`src/rtl/jolt160_mem_bridge.sv`:
```
// jolt160_mem_bridge
//
// Bridges the jolt160 CPU memory-access bus to an 8-bit acknowledged memory
// port. An 8-bit or 16-bit CPU request is split into one or two byte
// transactions. Bytes are issued big-endian: high byte at addr, low byte at
// addr+1, and addr+1 wraps around the address space. Read data returns on
// temp_data_in together with a one-cycle data_ready pulse. A byte that
// waits too long for mem_ack aborts the access and sets a sticky bus_error.
//
// Ports
//   clk             system clock, all state on the rising edge
//   reset           asynchronous active-low reset
//   req_rdwr        CPU request strobe (level), sampled only in IDLE
//   data_inout_we   1 = write, 0 = read
//   data_acc_sz     0 = 8-bit, 1 = 16-bit
//   data_inout_addr byte address of the access
//   temp_data_out   CPU write data
//   temp_data_in    read data to the CPU (registered, held between reads)
//   data_ready      one-cycle completion pulse (registered)
//   mem_addr        byte address to memory (registered)
//   mem_wdata       byte write data (registered)
//   mem_en          byte transaction request, held until ack or timeout
//   mem_we          byte write enable, qualified by mem_en
//   mem_rdata       byte read data, valid with mem_ack
//   mem_ack         memory accepts/completes the current byte this cycle
//   bus_error       sticky timeout flag, cleared only by reset
//   state_dbg       current FSM state (0 IDLE, 1 BYTE_HI, 2 BYTE_LO, 3 DONE)
//
// Handshake: a byte transfer completes on the rising edge where
// mem_en && mem_ack are both high. mem_en stays high, with address and data
// stable, until that edge or until the wait budget runs out. mem_ack seen
// while mem_en is low has no effect.

module jolt160_mem_bridge #(
    parameter int ADDR_WIDTH     = 16,
    parameter int TIMEOUT_CYCLES = 15
) (
    input  logic                  clk,
    input  logic                  reset,
    input  logic                  req_rdwr,
    input  logic                  data_inout_we,
    input  logic                  data_acc_sz,
    input  logic [ADDR_WIDTH-1:0] data_inout_addr,
    input  logic [15:0]           temp_data_out,
    output logic [15:0]           temp_data_in,
    output logic                  data_ready,
    output logic [ADDR_WIDTH-1:0] mem_addr,
    output logic [7:0]            mem_wdata,
    output logic                  mem_en,
    output logic                  mem_we,
    input  logic [7:0]            mem_rdata,
    input  logic                  mem_ack,
    output logic                  bus_error,
    output logic [1:0]            state_dbg
);

    typedef enum logic [1:0] {
        ST_IDLE    = 2'd0,
        ST_BYTE_HI = 2'd1,
        ST_BYTE_LO = 2'd2,
        ST_DONE    = 2'd3
    } state_t;

    // The wait counter holds the number of ack-less cycles already spent on
    // the current byte. A byte whose counter shows TIMEOUT_CYCLES-1 and still
    // sees no ack has waited TIMEOUT_CYCLES cycles and is abandoned. An ack
    // in that same final cycle still completes the byte.
    localparam logic [7:0]            WAIT_LAST = 8'(TIMEOUT_CYCLES - 1);
    localparam logic [ADDR_WIDTH-1:0] ADDR_ONE  = ADDR_WIDTH'(1);

    state_t                  state;
    logic [ADDR_WIDTH-1:0]   lat_addr;
    logic                    lat_we;
    logic                    lat_sz;
    logic [7:0]              lat_wdata_lo;
    logic [7:0]              read_hi;
    logic [7:0]              wait_cnt;

    assign state_dbg = state;

    always_ff @(posedge clk or negedge reset) begin
        if (!reset) begin
            state        <= ST_IDLE;
            lat_addr     <= '0;
            lat_we       <= 1'b0;
            lat_sz       <= 1'b0;
            lat_wdata_lo <= 8'h00;
            read_hi      <= 8'h00;
            wait_cnt     <= 8'h00;
            temp_data_in <= 16'h0000;
            data_ready   <= 1'b0;
            mem_addr     <= '0;
            mem_wdata    <= 8'h00;
            mem_en       <= 1'b0;
            mem_we       <= 1'b0;
            bus_error    <= 1'b0;
        end else begin
            data_ready <= 1'b0;
            case (state)
                ST_IDLE: begin
                    if (req_rdwr) begin
                        // Freeze the request; CPU inputs are not looked at
                        // again until the next IDLE.
                        lat_addr     <= data_inout_addr;
                        lat_we       <= data_inout_we;
                        lat_sz       <= data_acc_sz;
                        lat_wdata_lo <= temp_data_out[7:0];
                        read_hi      <= 8'h00;
                        wait_cnt     <= 8'h00;
                        mem_en       <= 1'b1;
                        mem_we       <= data_inout_we;
                        mem_addr     <= data_inout_addr;
                        if (data_acc_sz) begin
                            state     <= ST_BYTE_HI;
                            mem_wdata <= temp_data_out[15:8];
                        end else begin
                            state     <= ST_BYTE_LO;
                            mem_wdata <= temp_data_out[7:0];
                        end
                    end
                end

                ST_BYTE_HI: begin
                    if (mem_ack) begin
                        if (!lat_we) begin
                            read_hi <= mem_rdata;
                        end
                        state     <= ST_BYTE_LO;
                        mem_addr  <= lat_addr + ADDR_ONE;  // wraps naturally
                        mem_wdata <= lat_wdata_lo;
                        wait_cnt  <= 8'h00;
                    end else if (wait_cnt == WAIT_LAST) begin
                        // Abort: low byte is never attempted.
                        state      <= ST_DONE;
                        mem_en     <= 1'b0;
                        mem_we     <= 1'b0;
                        data_ready <= 1'b1;
                        bus_error  <= 1'b1;
                        read_hi    <= 8'h00;
                        if (!lat_we) begin
                            temp_data_in <= 16'h0000;
                        end
                    end else begin
                        wait_cnt <= wait_cnt + 8'd1;
                    end
                end

                ST_BYTE_LO: begin
                    if (mem_ack) begin
                        if (!lat_we) begin
                            // An 8-bit read zero-extends: read_hi was cleared
                            // at accept and only BYTE_HI ever loads it.
                            temp_data_in <= {read_hi, mem_rdata};
                        end
                        state      <= ST_DONE;
                        mem_en     <= 1'b0;
                        mem_we     <= 1'b0;
                        data_ready <= 1'b1;
                    end else if (wait_cnt == WAIT_LAST) begin
                        state      <= ST_DONE;
                        mem_en     <= 1'b0;
                        mem_we     <= 1'b0;
                        data_ready <= 1'b1;
                        bus_error  <= 1'b1;
                        read_hi    <= 8'h00;
                        if (!lat_we) begin
                            temp_data_in <= 16'h0000;
                        end
                    end else begin
                        wait_cnt <= wait_cnt + 8'd1;
                    end
                end

                ST_DONE: begin
                    // data_ready is high this cycle; req_rdwr is ignored here.
                    state <= ST_IDLE;
                end

                default: begin
                    state <= ST_IDLE;
                end
            endcase
        end
    end

endmodule

```
`config.mk`:
```
export PLATFORM = sky130hd
export DESIGN_NAME = jolt160_mem_bridge
export DESIGN_NICKNAME = d
export VERILOG_FILES = /design/src/rtl/jolt160_mem_bridge.sv
export SDC_FILE = /design/constraint.sdc
export NUM_CORES = 1
export LEC_CHECK = 0
export ABC_AREA = 1
export ABC_CLOCK_PERIOD_IN_PS = 2600
export BUFFER_PORTS_ARGS = -buffer_cell sky130_fd_sc_hd__buf_2
export CAP_MARGIN = 20
export CORE_AREA = 10 10 88 121
export DETAILED_ROUTE_END_ITERATION = 8
export DIE_AREA = 0 0 98 131
export PLACE_DENSITY = 0.88
export RECOVER_POWER = 50
export SLEW_MARGIN = 25
export SYNTH_ARGS = -nofsm -noshare
export SYNTH_HDL_FRONTEND = slang
export SYNTH_SLANG_ARGS = --single-unit
```
`constraint.sdc`:
```
create_clock -name clk -period 2.6 [get_ports clk]
set_clock_uncertainty 0.05 [all_clocks]
set_input_delay 0.39 -clock clk [delete_from_list [all_inputs] [get_ports clk]]
set_output_delay 0.39 -clock clk [all_outputs]
set_load 0.01 [all_outputs]
```
After elaboration in Yosys (flattened, before gate mapping)
Cells that the tools add are included.

Register bits after elaboration: 87. Latch bits: 0. Memory bits (writable): 0. Bits in read-only memories: 0. Input port bits: 46. Output and inout port bits: 46. Word-level logic and storage cells: 81. Memories kept: 0.

$add $sub $neg: 2. Multiply operators: 0. Divide/modulo/power cells: 0. Magnitude comparators: 0. Equal/unequal tests: 10. Shifts and indexed selects: 0. Muxes and demuxes: 43. Bitwise gates (word level): 1. Reduce and logical (&&, ||, !) cells: 12.

Operator list (count): 16-bit two-way mux (7); 8-bit two-way mux (11); 16-bit one-hot mux with 2 select lines (2); 8-bit one-hot mux with 3 select lines (2); 16-bit by 1-bit adder with 16-bit output, second input constant (1); 8-bit one-hot mux with 2 select lines (1); 3-bit AND reduction (5); 1-bit two-way mux (11); 2-bit two-way mux (5); 8-bit by 1-bit adder with 8-bit output, second input constant (1); 8-bit by 4-bit == test with 1-bit output, second input constant (1); 2-bit inequality test, second input constant (4); 2-bit one-hot mux with 4 select lines (1); 3-bit inequality test, second input constant (2); 1-bit one-hot mux with 3 select lines (2); 2-bit == test, second input constant (2); 4-bit AND reduction (1); 2-bit nonzero test (2); 3-bit nonzero test (1); 2-bit by 1-bit == test with 1-bit output, second input constant (1); 2-bit zero test (1); 1-bit one-hot mux with 2 select lines (1); 2-bit AND reduction (1); 2-bit OR reduction (1); 1-bit NOT (1).

Logic depth before layout (Yosys ltp)
Word-level depth: 4. Mapped depth: 11. Mapped depth without buffers: 9.

Worst setup path after synthesis
OpenSTA, ideal clock, no wires.

Path type: reg-to-reg. Start point: reg state[1] (netlist: state_dbg[1]). End point: reg mem_addr[2]. Library setup time: 124 ps. Arrival: 1578 ps. Required time: 2426 ps. Setup slack: 848 ps. Stages on the path, launching flop included: 11. Buffers on the path: 2. Period minus slack after synthesis: 1752 ps. Cell sequence: dfrtp_1 -> inv_1 -> ha_1 -> buf_6 -> clkinv_4 -> nand2_2 -> a21oi_4 -> inv_2 -> buf_2 -> a21oi_1 -> a21oi_1.

Longest elaborated chain between the ends: 3. Elaborated cells on any way between the ends: 7. Those cells by class: 3 x eq/ne; 1 x mux; 3 x reduce/logical.

RTL lines: start: declaration (RTL line 71) `state_t state;`; start signal: assignment (RTL line 83) `state <= ST_IDLE;`; start signal: assignment (RTL line 114) `state <= ST_BYTE_HI;`; start signal: assignment (RTL line 117) `state <= ST_BYTE_LO;`; 2-bit by 1-bit == test with 1-bit output / 2-bit zero test (equally long branches) (RTL line 99) `case (state)`; 2-bit inequality test (no source line) / 2-bit nonzero test (equally long branches); 3-bit AND reduction (no source line); end signal: assignment (RTL line 112) `mem_addr <= data_inout_addr;`; end signal: assignment (RTL line 129) `mem_addr <= lat_addr + ADDR_ONE;`; end: declaration (RTL line 47) `output logic [ADDR_WIDTH-1:0] mem_addr,`.

Parallel ways exist; a longest one is shown, timed or not. A chain may end at the register's enable or synchronous reset.

Worst setup path after layout
Start point: reg state[1] (netlist: state_dbg[1]). End point: reg read_hi[2].

Longest elaborated chain between the ends: 3. Elaborated cells on any way between the ends: 9. Those cells by class: 5 x eq/ne; 1 x mux; 3 x reduce/logical.

RTL lines: 2-bit by 1-bit == test with 1-bit output, or another cell as far along (RTL line 99); 3-bit inequality test (no source line), or another cell as far along; 4-bit AND reduction (no source line); end signal: assignment (RTL line 126) `read_hi <= mem_rdata;`; end: declaration (RTL line 76) `logic [7:0] read_hi;`.

Parallel ways exist; a longest one is shown, timed or not.

==> metrics.csv <==
metric,value,unit
outcome,"finished, final reports clean",
Clock Latency Late Sink,0.34,ns
GRT Total Usage,18.2,%
setup bufs post-CTS,0,
Clock Sinks,87,
first-pass GRT wire length,19300,microns
clock root buffer,clkbuf_16,
syn nets,613,
"Hold Vio Cnt, Final",0,
drc violations,0,
Iter 0 DRT Violations,295,
"worst slack, placed",0.354,ns
initial antenna violation count,0,
via count,4067,
most frequent cells in the layout,"nand2_1 (180), dfrtp_1 (87), o21ai_0 (55), inv_1 (52), buf_2 (46)",
pwr dens,1230,mW/mm^2
Post-Layout Cell Count,759,
sequential share of the synthesized area,49.5,%
Final Util,61.3,%
RSZ-0062 raised after global routing,false,
Peak Freq,0.444,GHz
Via density,5.36,
core area,0.00846,sq mm
Syn-to-layout area delta,17.9,%
Setup crit end kind,flip-flop,
"CP delay by family, top",buffers and inverters,
die area,0.0128,sq mm
routed len/inst,15.3,microns
routability cong.,0.948,
syn avg cell area,7.87,sq um
YS warnings,0,
Crit Path Class,flip-flop to flip-flop,
Crit path largest cell delay,0.42,ns
biggest area consumer among synthesized cells,dfrtp_1,
Netlist cell types,31,
total routed wirelength,11600,microns
Final min period,2.25,ns
die span in y,131,microns
CP Data Arrival Time,2.47,ns
grt total ovfl,0,
CTS HTree Levels,3,
"critical path, cell by cell",inv_1 > ha_1 > buf_4 > nand2_1 > nand2_1 > nand2_1 > o21ai_2 > nand2_1 > o21ai_0,
Setup TNS,0,ns
Slew Limit Fails,0,
final antenna-violating net count,0,
instance count of the mapped netlist,559,
hpwl dp,8600,microns
DIE WIDTH,98,microns
final worst slack,0.346,ns
top-level port count,92,
crit path max-delay cell type,dfrtp_1,
Worst VDD drop,0.685,mV
1st-pass router iterations,5,
# setup viols final,0,
Final period util,86.7,%
Worst Tran Pin Value,0.974,ns
worst min-delay path class,input port to flip-flop,
layout cells sized above 1,14.8,%
vias in the first global route,4162,
largest net degree at the start of global routing,49,
Slew HR,35.1,%
Finished Cell Area,0.00518,sq mm
CP bufs+invs,2,
worst path required time,2.81,ns
I/O Buffers,91,
Synth area leaders,"dfrtp_1 (50%), nand2_1 (15%), o21ai_0 (6.3%)",
CTS tree,yes,
number of placed cells counting well taps,742,
leak pwr,2.59,nW
ANT cells,0,
number of synthesized register bits,87,
"commonest non-fill, non-tap cell in the layout",nand2_1,
Yosys top cell area share,49.5,%
CP most frequent cell,nand2_1,
Nets,703,
clock slew at reported path FFs,0.07,ns
Num CTS Buffers,9,
"Cell Area, Placed",0.00494,sq mm
Bufs on Longest Clock Path,2,
critical path launch point type,flip-flop,
crit path max fanout,33,
Max Cap Violations,0,
initial core utilization,52.0,%
Rows,40,
Synth Cell Area,0.00440,sq mm
==> kinds of logic after synthesis <==
family                     Yosys count  synth area share [%]
AOI/OAI and AO/OA                  105                  13.6
xor gates and xnor gates             3                 0.598
adders and majority gates            8                  2.28
buffers and inverters               77                  7.45
DFF                                 87                  49.5
muxes                                4                  1.02
and+or+nand+nor                    275                  25.6
==> routing by layer <==
metal  track usage, %  vias to the layer above  wire, microns
met4             7.72                        0            280
met5                0                        -              0
met3             5.20                       26            736
met2             33.7                      129           6130
li1                 -                     1979              -
met1             18.7                     1933           4470
==> registers in the layout (all words and copies together), names as in the netlist, 2 cells and up <==
name	cells
lat_wdata_lo	8
state_dbg	2
temp_data_in	16
read_hi	8
wait_cnt	8
lat_addr	16
mem_addr	16
mem_wdata	8
==> stage by stage <==
step	hold WS (ns)	power (mW)
finish	0.248	6.39
detailed placement	0.352	5.16
global route	0.250	6.90
global placement	0.344	5.00
floorplan	0.0444	4.23
CTS	0.238	6.52
==> worst register-to-register path, stage by stage, from the launching register on <==
cell and delay [ns]:
dfrtp_1 0.42, inv_1 0.15, ha_1 0.32, buf_4 0.38
nand2_1 0.11, nand2_1 0.11, nand2_1 0.13, o21ai_2 0.35
nand2_1 0.10, o21ai_0 0.09
==> worst paths after layout <==
| path | from | to | slack (ns) | cells after the start |
|---|---|---|---|---|
| max | state_dbg[1]$_DFFE_PN0P_ | read_hi[2]$_DFFE_PN0P_ | 0.35 | 9 |
| min | mem_rdata[1] | temp_data_in[1]$_DFFE_PN0P_ | 0.25 | 3 |
| max reg2reg | state_dbg[1]$_DFFE_PN0P_ | read_hi[2]$_DFFE_PN0P_ | 0.35 | 9 |
| min reg2reg | temp_data_in[8]$_DFFE_PN0P_ | temp_data_in[8]$_DFFE_PN0P_ | 0.43 | 2 |
| max in group asynchronous | reset | state_dbg[0]$_DFFE_PN0P_ | 0.52 | 3 |
| min in group asynchronous | reset | lat_wdata_lo[3]$_DFFE_PN0P_ | 0.68 | 2 |
==> synthesized netlist by cell type (all sizes together) <==
| library cell | instances |
|---|---|
| xor2 | 3 |
| or2 | 1 |
| nor2 | 42 |
| nor3 | 3 |
| clkinv | 2 |
| clkbuf | 9 |
| o22ai | 4 |
| nand4 | 6 |
| a21oi | 38 |
| dfrtp | 87 |
| nand2 | 182 |
| buf | 10 |
| a31oi | 2 |
| o21ai | 60 |
| a31o | 1 |
| inv | 56 |
| mux2 | 4 |
| ha | 8 |
| nand3b | 1 |
| nand3 | 40 |
==> what timing repair did <==
action | in CTS | in global routing
resized for setup | 0 | 0
hold endpoints to repair | 39 | 0
hold buffers | 1 | 0
==> cell type report <==
| cell class | instances | area [sq um] |
|---|---|---|
| Inverter | 58 | 223 |
| Clock inverter | 6 | 66.3 |
| Fill cell | 730 | 3270 |
| Sequential cell | 87 | 2180 |
| Clock buffer | 10 | 239 |
| Multi-Input combinational cell | 395 | 1890 |
| Tap cell | 105 | 131 |
| Timing Repair Buffer | 98 | 455 |
==> power breakdown <==
group | leakage (nW) | internal, mW | switching (mW) | total [mW]
logic | 1.34 | 0.883 | 1.82 | 2.70
clock network | 0.153 | 0.776 | 0.547 | 1.32
registers | 1.10 | 1.94 | 0.432 | 2.37
Note: power is estimated with default switching activity, not from simulation.
